===== src/rtl/fully_pipelined_subtractor.sv =====
// Ripple-borrow subtractor: d = a - b - bin, one difference bit resolved per stage, global stall.
// Define FULLY_PIPELINED_SUBTRACTOR_OVF_EN to add the registered signed-overflow output ovf.

module fully_pipelined_subtractor #(
   parameter int WIDTH = 4
) (
   input  logic             clk,
   input  logic             rst_n,
   input  logic [WIDTH-1:0] a,
   input  logic [WIDTH-1:0] b,
   input  logic             bin,
   input  logic             in_valid,
   output logic             in_ready,
   output logic [WIDTH-1:0] d,
   output logic             bout,
   output logic             out_valid,
   input  logic             out_ready
`ifdef FULLY_PIPELINED_SUBTRACTOR_OVF_EN
   ,
   output logic             ovf
`endif
);

   // The b-lane shrinks by one bit per stage, so it is kept as one triangular vector.
   localparam int BL = (WIDTH * (WIDTH - 1)) / 2;

   logic             en;
   logic [WIDTH-1:0] a_q [WIDTH];
   logic [WIDTH-1:0] a_d [WIDTH];
   logic [WIDTH-1:0] brw_q;
   logic [WIDTH-1:0] brw_d;
   logic [WIDTH-1:0] vld_q;
   logic [WIDTH-1:0] vld_d;
   logic [BL-1:0]    b_q;
   logic [BL-1:0]    b_d;

   assign en       = out_ready | ~vld_q[WIDTH-1];
   assign in_ready = en;

   for (genvar s = 0; s < WIDTH; s++) begin : g_stg
      // Stage s stores the still-unused b bits s+1..WIDTH-1 starting at offset BS.
      localparam int BS = s * (WIDTH - 1) - (s * (s - 1)) / 2;
      localparam logic [WIDTH-1:0] MSK = WIDTH'(1) << s;

      logic [WIDTH-1:0] cur_a;
      logic             cur_b;
      logic             cur_c;
      logic             cur_v;
      logic             t;
      logic             dif;

      if (s == 0) begin : g_head
         assign cur_a = a;
         assign cur_b = b[0];
         assign cur_c = bin;
         assign cur_v = in_valid;
         for (genvar j = 1; j < WIDTH; j++) begin : g_b
            assign b_d[BS + j - 1] = b[j];
         end
      end else begin : g_body
         localparam int BP = (s - 1) * (WIDTH - 1) - ((s - 1) * (s - 2)) / 2;
         assign cur_a = a_q[s-1];
         assign cur_b = b_q[BP];
         assign cur_c = brw_q[s-1];
         assign cur_v = vld_q[s-1];
         for (genvar j = s + 1; j < WIDTH; j++) begin : g_b
            assign b_d[BS + j - s - 1] = b_q[BP + j - s];
         end
      end

      assign t        = cur_a[s] ^ cur_b;
      assign dif      = t ^ cur_c;
      assign a_d[s]   = (cur_a & ~MSK) | ({WIDTH{dif}} & MSK);
      assign brw_d[s] = (~cur_a[s] & cur_b) | (~t & cur_c);
      assign vld_d[s] = cur_v;
   end

   always_ff @(posedge clk or negedge rst_n) begin
      if (!rst_n) begin
         for (int s = 0; s < WIDTH; s++) begin
            a_q[s] <= '0;
         end
         b_q   <= '0;
         brw_q <= '0;
         vld_q <= '0;
      end else if (en) begin
         for (int s = 0; s < WIDTH; s++) begin
            a_q[s] <= a_d[s];
         end
         b_q   <= b_d;
         brw_q <= brw_d;
         vld_q <= vld_d;
      end
   end

   assign d         = a_q[WIDTH-1];
   assign bout      = brw_q[WIDTH-1];
   assign out_valid = vld_q[WIDTH-1];

`ifdef FULLY_PIPELINED_SUBTRACTOR_OVF_EN
   // The original a/b MSBs ride the lanes untouched until the last stage consumes them.
   logic ovf_d;
   logic ovf_q;

   assign ovf_d = (a_q[WIDTH-2][WIDTH-1] ^ b_q[BL-1]) &
                  (a_q[WIDTH-2][WIDTH-1] ^ a_d[WIDTH-1][WIDTH-1]);

   always_ff @(posedge clk or negedge rst_n) begin
      if (!rst_n) begin
         ovf_q <= 1'b0;
      end else if (en) begin
         ovf_q <= ovf_d;
      end
   end

   assign ovf = ovf_q;
`endif

endmodule

===== config.mk =====
export PLATFORM = sky130hd
export DESIGN_NAME = fully_pipelined_subtractor
export DESIGN_NICKNAME = d
export VERILOG_FILES = /design/src/rtl/fully_pipelined_subtractor.sv
export SDC_FILE = /design/constraint.sdc
export NUM_CORES = 1
export LEC_CHECK = 0
export CAP_MARGIN = 10
export CORE_AREA = 4 4 67 69
export DETAILED_ROUTE_END_ITERATION = 10
export DIE_AREA = 0 0 71 73
export MAX_ROUTING_LAYER = met4
export SYNTH_ARGS = -nofsm -noshare
export SYNTH_HDL_FRONTEND = slang
export SYNTH_SLANG_ARGS = --single-unit

===== constraint.sdc =====
create_clock -name clk -period 2.9 [get_ports clk]
set_input_delay 0.29 -clock clk [delete_from_list [all_inputs] [get_ports clk]]
set_output_delay 0.29 -clock clk [all_outputs]
set_load 0.005 [all_outputs]

=== Word level (Yosys, flattened, before mapping) ===
Cells that the tools add are included.

* Register bits after elaboration: 30
* Input bits: 13
* Output and inout port bits: 7
* Logic and storage cells: 41

* Bitwise operators: 34

{| class="wikitable"
|+ Operator list
! kind !! count
|-
| inverter 1 bit || 9
|-
| bitwise AND 1 bit || 8
|-
| XOR 1 bit || 8
|-
| OR 1 bit || 5
|-
| OR 3 x 4 -> 4 bit || 1
|-
| OR 4 x 1 -> 4 bit || 1
|-
| OR 4 x 2 -> 4 bit || 1
|-
| OR 4 x 3 -> 4 bit || 1
|}

=== Longest topological paths before layout ===
Gate-level depths: netlist of the first run.

* Word-level depth: 4
* Gate-level depth with buffers: 3
* Mapped depth without buffers: 3

=== Worst setup path after synthesis of the first run ===
No wires, ideal clock.

* Path type: reg2reg
* Start point: register b_q[5]
* End point: register a_q (netlist bit d[3])
* Library setup time: 125 ps
* Arrival time: 1077 ps
* Required time: 2775 ps
* Setup slack: 1698 ps
* Stages on the path, launching flop included: 4
* Path buffers: 0
* Clock period less this slack: 1202 ps
* Cell sequence: dfrtp_1 inv_1 fa_1 mux2_4

{| class="wikitable"
|+ RTL lines
! element !! RTL line !! source
|-
| start: declaration || 34 || <nowiki>logic [BL-1:0] b_q;</nowiki>
|-
| start signal: assignment || 83 || <nowiki>b_q <= '0;</nowiki>
|-
| start signal: assignment || 90 || <nowiki>b_q <= b_d;</nowiki>
|-
| end signal: indexed assignment || 88 || <nowiki>a_q[s] <= a_d[s];</nowiki>
|-
| end: declaration || 28 || <nowiki>logic [WIDTH-1:0] a_q [WIDTH];</nowiki>
|}

=== Worst setup path after layout of the first run ===
* Start point: input out_ready
* End point: output in_ready

* Longest elaborated chain between the ends: 1

{| class="wikitable"
|+ Ends and longest elaborated chain
! element !! RTL line !! source
|-
| start: declaration || 17 || <nowiki>input logic out_ready</nowiki>
|-
| OR 1 bit || 37 || <nowiki>assign en = out_ready | ~vld_q[WIDTH-1];</nowiki>
|-
| end: declaration || 13 || <nowiki>output logic in_ready,</nowiki>
|}

Every way passes these cells.

==> results by group, run 1 <==
Outcome
  • Status: complete, no violations

Route
  • M1 wire length: 845 microns
  • Met3 wire length: roughly 87 microns
  • Via density: 4.29
  • Via count: about 660
  • Drt initial violations: 12
  • Top sig layer: met4
  • 1st-pass router iterations: 2
  • DRC viols: 0
  • Routed wl met2: slightly above 1000 microns
  • Post-DRT Antenna Nets: 0
  • Wire per inst: 13.2 microns
  • Final wirelength: 2020 microns

Clock network
  • Post_cts resized: 0
  • CTS root buf: clkbuf_8
  • CTS Buffer Depth: 2
  • Cts bufs inserted: 5
  • CTS H-tree depth: 2
  • CTS tree: yes
  • Clk slew on worst S/H paths: 0.06 ns
  • Hold_buf cts: 0
  • Clock sinks: 30
  • Clock Latency Late Sink: approximately 0.28 ns
  • Postcts setup bufs: 0

Timing
  • Final slew viol count: 0
  • Fin crit share: 59.1%
  • Final critical path time including I/O delays and setup: 1.71 ns
  • Setup_tns: 0 ns
  • Final Hold Vio Count: 0
  • # setup viols final: 0
  • Actual slew at the worst max-slew pin: 0.507 ns
  • Setup ws final: 1.19 ns
  • Layout Skew: approximately 0.0045 ns
  • Max Fclk: between 500 and 600 MHz
  • Worst rel slew slack: 66.2%
  • RSZ-0062 raised after global routing: no

Finish
  • Diode count: 0
  • Most frequent cells in the layout: 30 x dfrtp_1, 24 x mux2_4, 19 x clkdlybuf4s50_1
  • Most common cell after layout, fill and taps aside: dfrtp_1
  • Final cell count without fillers: 153
  • Final net count: between 100 and 150
  • Area growth, synth to finish: 25.8%
  • Finished Cell Area: between 0.0015 and 0.002 sq mm
  • Layout cells sized above 1: 35.0%

Floorplan
  • Row count: 23
  • Initial Utilization: between 30% and 40%
  • Die area: 0.00518 sq mm
  • Die width: roughly 71 microns
  • Core Region: ~0.0039 sq mm
  • Die Span Y: ~73 microns
  • I/O pins: 20

Yosys
  • Mapped Cells: 77
  • Mapped Avg Cell Area: roughly 17 sq um
  • Syn nets: 94
  • Distinct cells, synth: 11
  • Mapped cell area: 0.00133 sq mm
  • Seq/Total Area, Yosys: 56.5%
  • Flops & latches, synth: 30
  • YS warnings: 0

Global route
  • GRT Overall Usage: 9.40%
  • First-pass GRT wire length: 3420 microns
  • Grt ovf: 0
  • Vias in the first global route: 770
  • Pin count of the biggest net entering global routing: 31
  • Initial antenna violation count: 0

Placement
  • Post-place instance area: between 0.0015 and 0.002 sq mm
  • DP Wirelength: 1400 microns
  • Setup WS pre-CTS: 1.03 ns
  • Gpl congestion: 0.642
  • I/O Buffers: 19
  • # placed instances: 145

Critical path
  • CP Class: in2out
  • Crit-path leading delay family: buffers and inverters
  • CP Cell Sequence: clkdlybuf4s50_1, nand2b_4, clkdlybuf4s50_1
  • Crit-path most repeated cell: clkdlybuf4s50_1
  • Crit. End Element: primary output
  • Max stage delay on crit path: 0.53 ns
  • Setup crit start kind: input port
  • Crit path DAT: 1.42 ns
  • Crit Path Max Fanout: 2
  • Critical path buffers and inverters: 2
  • Req. time, crit path: 2.61 ns
  • Crit path max-delay cell type: clkdlybuf4s50_1

Power
  • Leak: 0.811 nW
  • Pwr dens: 1030 mW/mm^2
  • Peak supply drop: 0.349 mV

Flow run
  • Maxcap violations: 0

Min path
  • Worst hold path class: in2async
## cell families (layout without fill, tap and decap cells)
group                      count (synthesis)  count (layout)  share of synthesized area [%]
adders and majority gates                  4               4                           6.03
buffers and inverters                     11              37                           4.80
DFF                                       30              30                           56.5
and+or+nand+nor                            3               3                           2.07
muxes                                     28              28                           30.2
AOI/OAI and AO/OA                          1               1                          0.376
## cells in the mapped netlist
master,n,area [sq um]
a21oi_1,1,5.00
nand2b_4,1,13.8
mux2_2,1,11.3
fa_1,4,80.1
buf_6,3,33.8
mux2i_1,3,30.0
mux2_4,24,360
nand2b_1,1,6.26
inv_1,8,30.0
dfrtp_1,30,751
nor3b_1,1,7.51
## flip-flops by register name, indices dropped and copies added (netlist names)
signal	count
vld_q	4
brw_q	4
g_stg.cur_a	12
d	4
b_q	6
## per-stage QoR
step	hold slack, ns	util (%)	power, W
2_1_floorplan	-0.00559	-	0.00115
3_3_place_gp	0.456	39.9	0.00131
3_5_place_dp	0.458	39.9	0.00135
4_1_cts	0.403	42.7	0.00176
5_1_grt	0.435	42.7	0.00184
6_report	0.391	42.7	0.00173
## area by class of cell
type	instances	area, sq um
multi-input cells	36	514
well taps	50	62.6
clock inverters	3	40.0
fillers	365	2240
inverters	8	30.0
repair buffers	21	205
flip-flops and latches	30	751
clock buffers	5	68.8
## power by group
group / total, W / leakage (nW) / internal [W] / switching, W
clock network: 0.000409 / 0.0579 / 0.000252 / 0.000157
registers: 0.000708 / 0.348 / 0.000602 / 0.000106
logic: 0.000612 / 0.405 / 0.000422 / 0.000190
total: 0.00173 / 0.811 / 0.00128 / 0.000453
## metal layers
| layer | vias up | track usage (%) |
|---|---|---|
| li1 | 300 | - |
| met1 | 336 | 9.45 |
| met4 | 0 | 9.39 |
| met2 | 15 | 14.5 |
| met3 | 6 | 2.48 |
| met5 | - | - |
## final timing paths
kind,cells past startpoint,endpoint,slack (ns),start
max reg2reg,3,g_stg[1].cur_a[3],1.45,vld_q[3]
min reg2reg,1,vld_q[3],0.47,vld_q[2]
min in group clk,1,vld_q[3],0.47,vld_q[2]
max in group asynchronous,2,g_stg[2].cur_a[1],2.24,rst_n
max,3,in_ready,1.19,out_ready
min,2,brw_q[3],0.39,rst_n
Power figures use the tool's default switching activity.
==> run 2, diff against run 1 <==
==> constraint.sdc (replaced) <==
create_clock -name clk -period 1.6 [get_ports clk]
set_input_delay 0.16 -clock clk [delete_from_list [all_inputs] [get_ports clk]]
set_output_delay 0.16 -clock clk [all_outputs]
set_load 0.005 [all_outputs]
==> run 2 against run 1 <==
Against the previous run: combinational power is 83% higher; routed wire length fell by 7.0%; via count down 2.9%; critical path type is now reg2out; critical path depth fell by 1; critical endpoint unchanged; clock power is 47% higher; cell area down 0.30%.
==> results by group, run 2 (same netlist as run 1, synthesis figures left out) <==
Outcome
  • Status: complete, no violations

Finish
  • Most common cell after layout, fill and taps aside: dfrtp_1
  • Filler Cells Inserted: 376
  • Max reg flops: 12
  • Area growth, synth to finish: 25.4%
  • Final net count: 119
  • Layout cells sized above 1: 34.0%
  • Most frequent cells in the layout: 30 x dfrtp_1, 24 x mux2_4, 19 x clkdlybuf4s50_1
  • Diode count: 0

Critical path
  • Max stage delay on crit path: between 0.5 and 0.6 ns
  • Crit Path Max Fanout: 3
  • R2r setup slk: 0.34 ns
  • Critical path buffers and inverters: 1
  • Reg2reg start: b_q[5]
  • Crit-path leading delay family: buffers and inverters
  • Crit path DAT: 1.32 ns
  • CP Cell Sequence: nand2b_4, clkdlybuf4s50_1
  • R2R Path End: d[3]
  • Crit path max-delay cell type: clkdlybuf4s50_1
  • Setup crit start kind: flip-flop
  • CP Class: reg2out
  • Crit. End Element: primary output
  • Reg2Reg Depth: 3
  • Req. time, crit path: approximately 1.4 ns

Timing
  • Max Fclk: about 670 MHz
  • Worst rel slew slack: roughly 75%
  • Fin crit share: 92.8%
  • Hold_ws: 0.265 ns
  • Layout Skew: 0.00391 ns
  • # setup viols final: 0
  • RSZ-0062 raised after global routing: no
  • Setup_tns: 0 ns
  • Actual slew at the worst max-slew pin: 0.374 ns
  • Final critical path time including I/O delays and setup: 1.48 ns
  • Final Hold Vio Count: 0
  • Final slew viol count: 0

Global route
  • Pin count of the biggest net entering global routing: 31
  • Met1 usage: 9.00%
  • Grt met3 use: 3.72%
  • Met2 usage: 13.5%
  • Vias in the first global route: 714
  • Initial antenna violation count: 0
  • GRT Overall Usage: 8.58%
  • First-pass GRT wire length: roughly 3200 microns
  • Global route hottest layer: met2
  • Grt ovf: 0

Clock network
  • CTS Buffer Depth: 2
  • Hold_buf cts: 0
  • CTS H-tree depth: 2
  • Post_cts resized: 0
  • Clk slew on worst S/H paths: 0.06 ns
  • Clock sinks: 30
  • Cts bufs inserted: 5
  • CTS root buf: clkbuf_8
  • Clock Latency Late Sink: between 0.2 and 0.3 ns
  • Postcts setup bufs: 0
  • CTS tree: yes

Route
  • Via density: 4.17
  • Drt initial violations: 32
  • Final wirelength: 1880 microns
  • Via count: 638
  • 1st-pass router iterations: 2
  • DRC viols: 0
  • Post-DRT Antenna Nets: 0
  • Wire per inst: 12.3 microns

Min path
  • Worst hold path class: in2async

Power
  • Peak supply drop: 0.510 mV
  • Pwr dens: 1800 mW/mm^2
  • Leak: 0.807 nW

Floorplan
  • Core Region: 0.00391 sq mm
  • Initial Utilization: 34.0%
  • Die area: 0.00518 sq mm
  • Die Span Y: 73 microns
  • Row count: 23
  • I/O pins: 20
  • Die width: 71 microns

Placement
  • Gpl congestion: around 0.65
  • DP Wirelength: ~1300 microns
  • I/O Buffers: 19

Flow run
  • Maxcap violations: 0
## run 2: cell count changes in the layout (fill, tap and decap cells not counted)
cell / before / now
buf_12: 0 / 1
buf_4: 2 / 1
bufinv_16: 1 / 0
clkbuf_1: 0 / 1
clkbuf_8: 5 / 6
clkinv_2: 2 / 1
## run 2: final cells by class
| class | count | area [sq um] | area share [%] |
|---|---|---|---|
| repair buffers | 21 | 218 | 13.1 |
| flip-flops and latches | 30 | 751 | 45.0 |
| well taps | 50 | 62.6 | 3.75 |
| inverters | 8 | 30.0 | 1.80 |
| clock buffers | 7 | 86.3 | 5.18 |
| multi-input cells | 36 | 514 | 30.9 |
| clock inverters | 1 | 5.00 | 0.300 |
## run 2: metal layers
| metal | vias up | part of all wire, % |
|---|---|---|
| met4 | 0 | 2.0 |
| met2 | 14 | 50 |
| met5 | - | 0 |
| met1 | 316 | 43 |
| li1 | 302 | - |
| met3 | 6 | 4.4 |
## run 2: report_power, final
group	switching, W	internal, W	total (W)
sequential	0.000186	0.00109	0.00128
combinational	0.000343	0.000774	0.00112
clock	0.000254	0.000346	0.000600
## run 2: worst max path at each step
stage	startpoint	to	slack (ns)	depth (start not counted)
final	vld_q[3]	in_ready	0.12	2
after global routing	vld_q[3]	in_ready	0.05	2
after CTS	vld_q[3]	in_ready	0.08	2
after detailed placement	out_ready	g_stg[1].cur_a[3]	0.1	4
after global placement	out_ready	in_ready	0.11	3
after floorplan	b_q[5]	d[3]	0.40	3
## run 2: stage by stage
step	instance area, sq um	setup WS, ns	std cells	total power, W	util [%]
after global routing	1670	0.0537	153	0.00321	42.6
after detailed placement	1580	0.0988	145	0.00243	40.2
after CTS	1670	0.0825	153	0.00306	42.6
after floorplan	1330	0.398	77	0.00209	-
after global placement	1580	0.112	145	0.00240	40.2
final	1670	0.116	153	0.00300	42.6
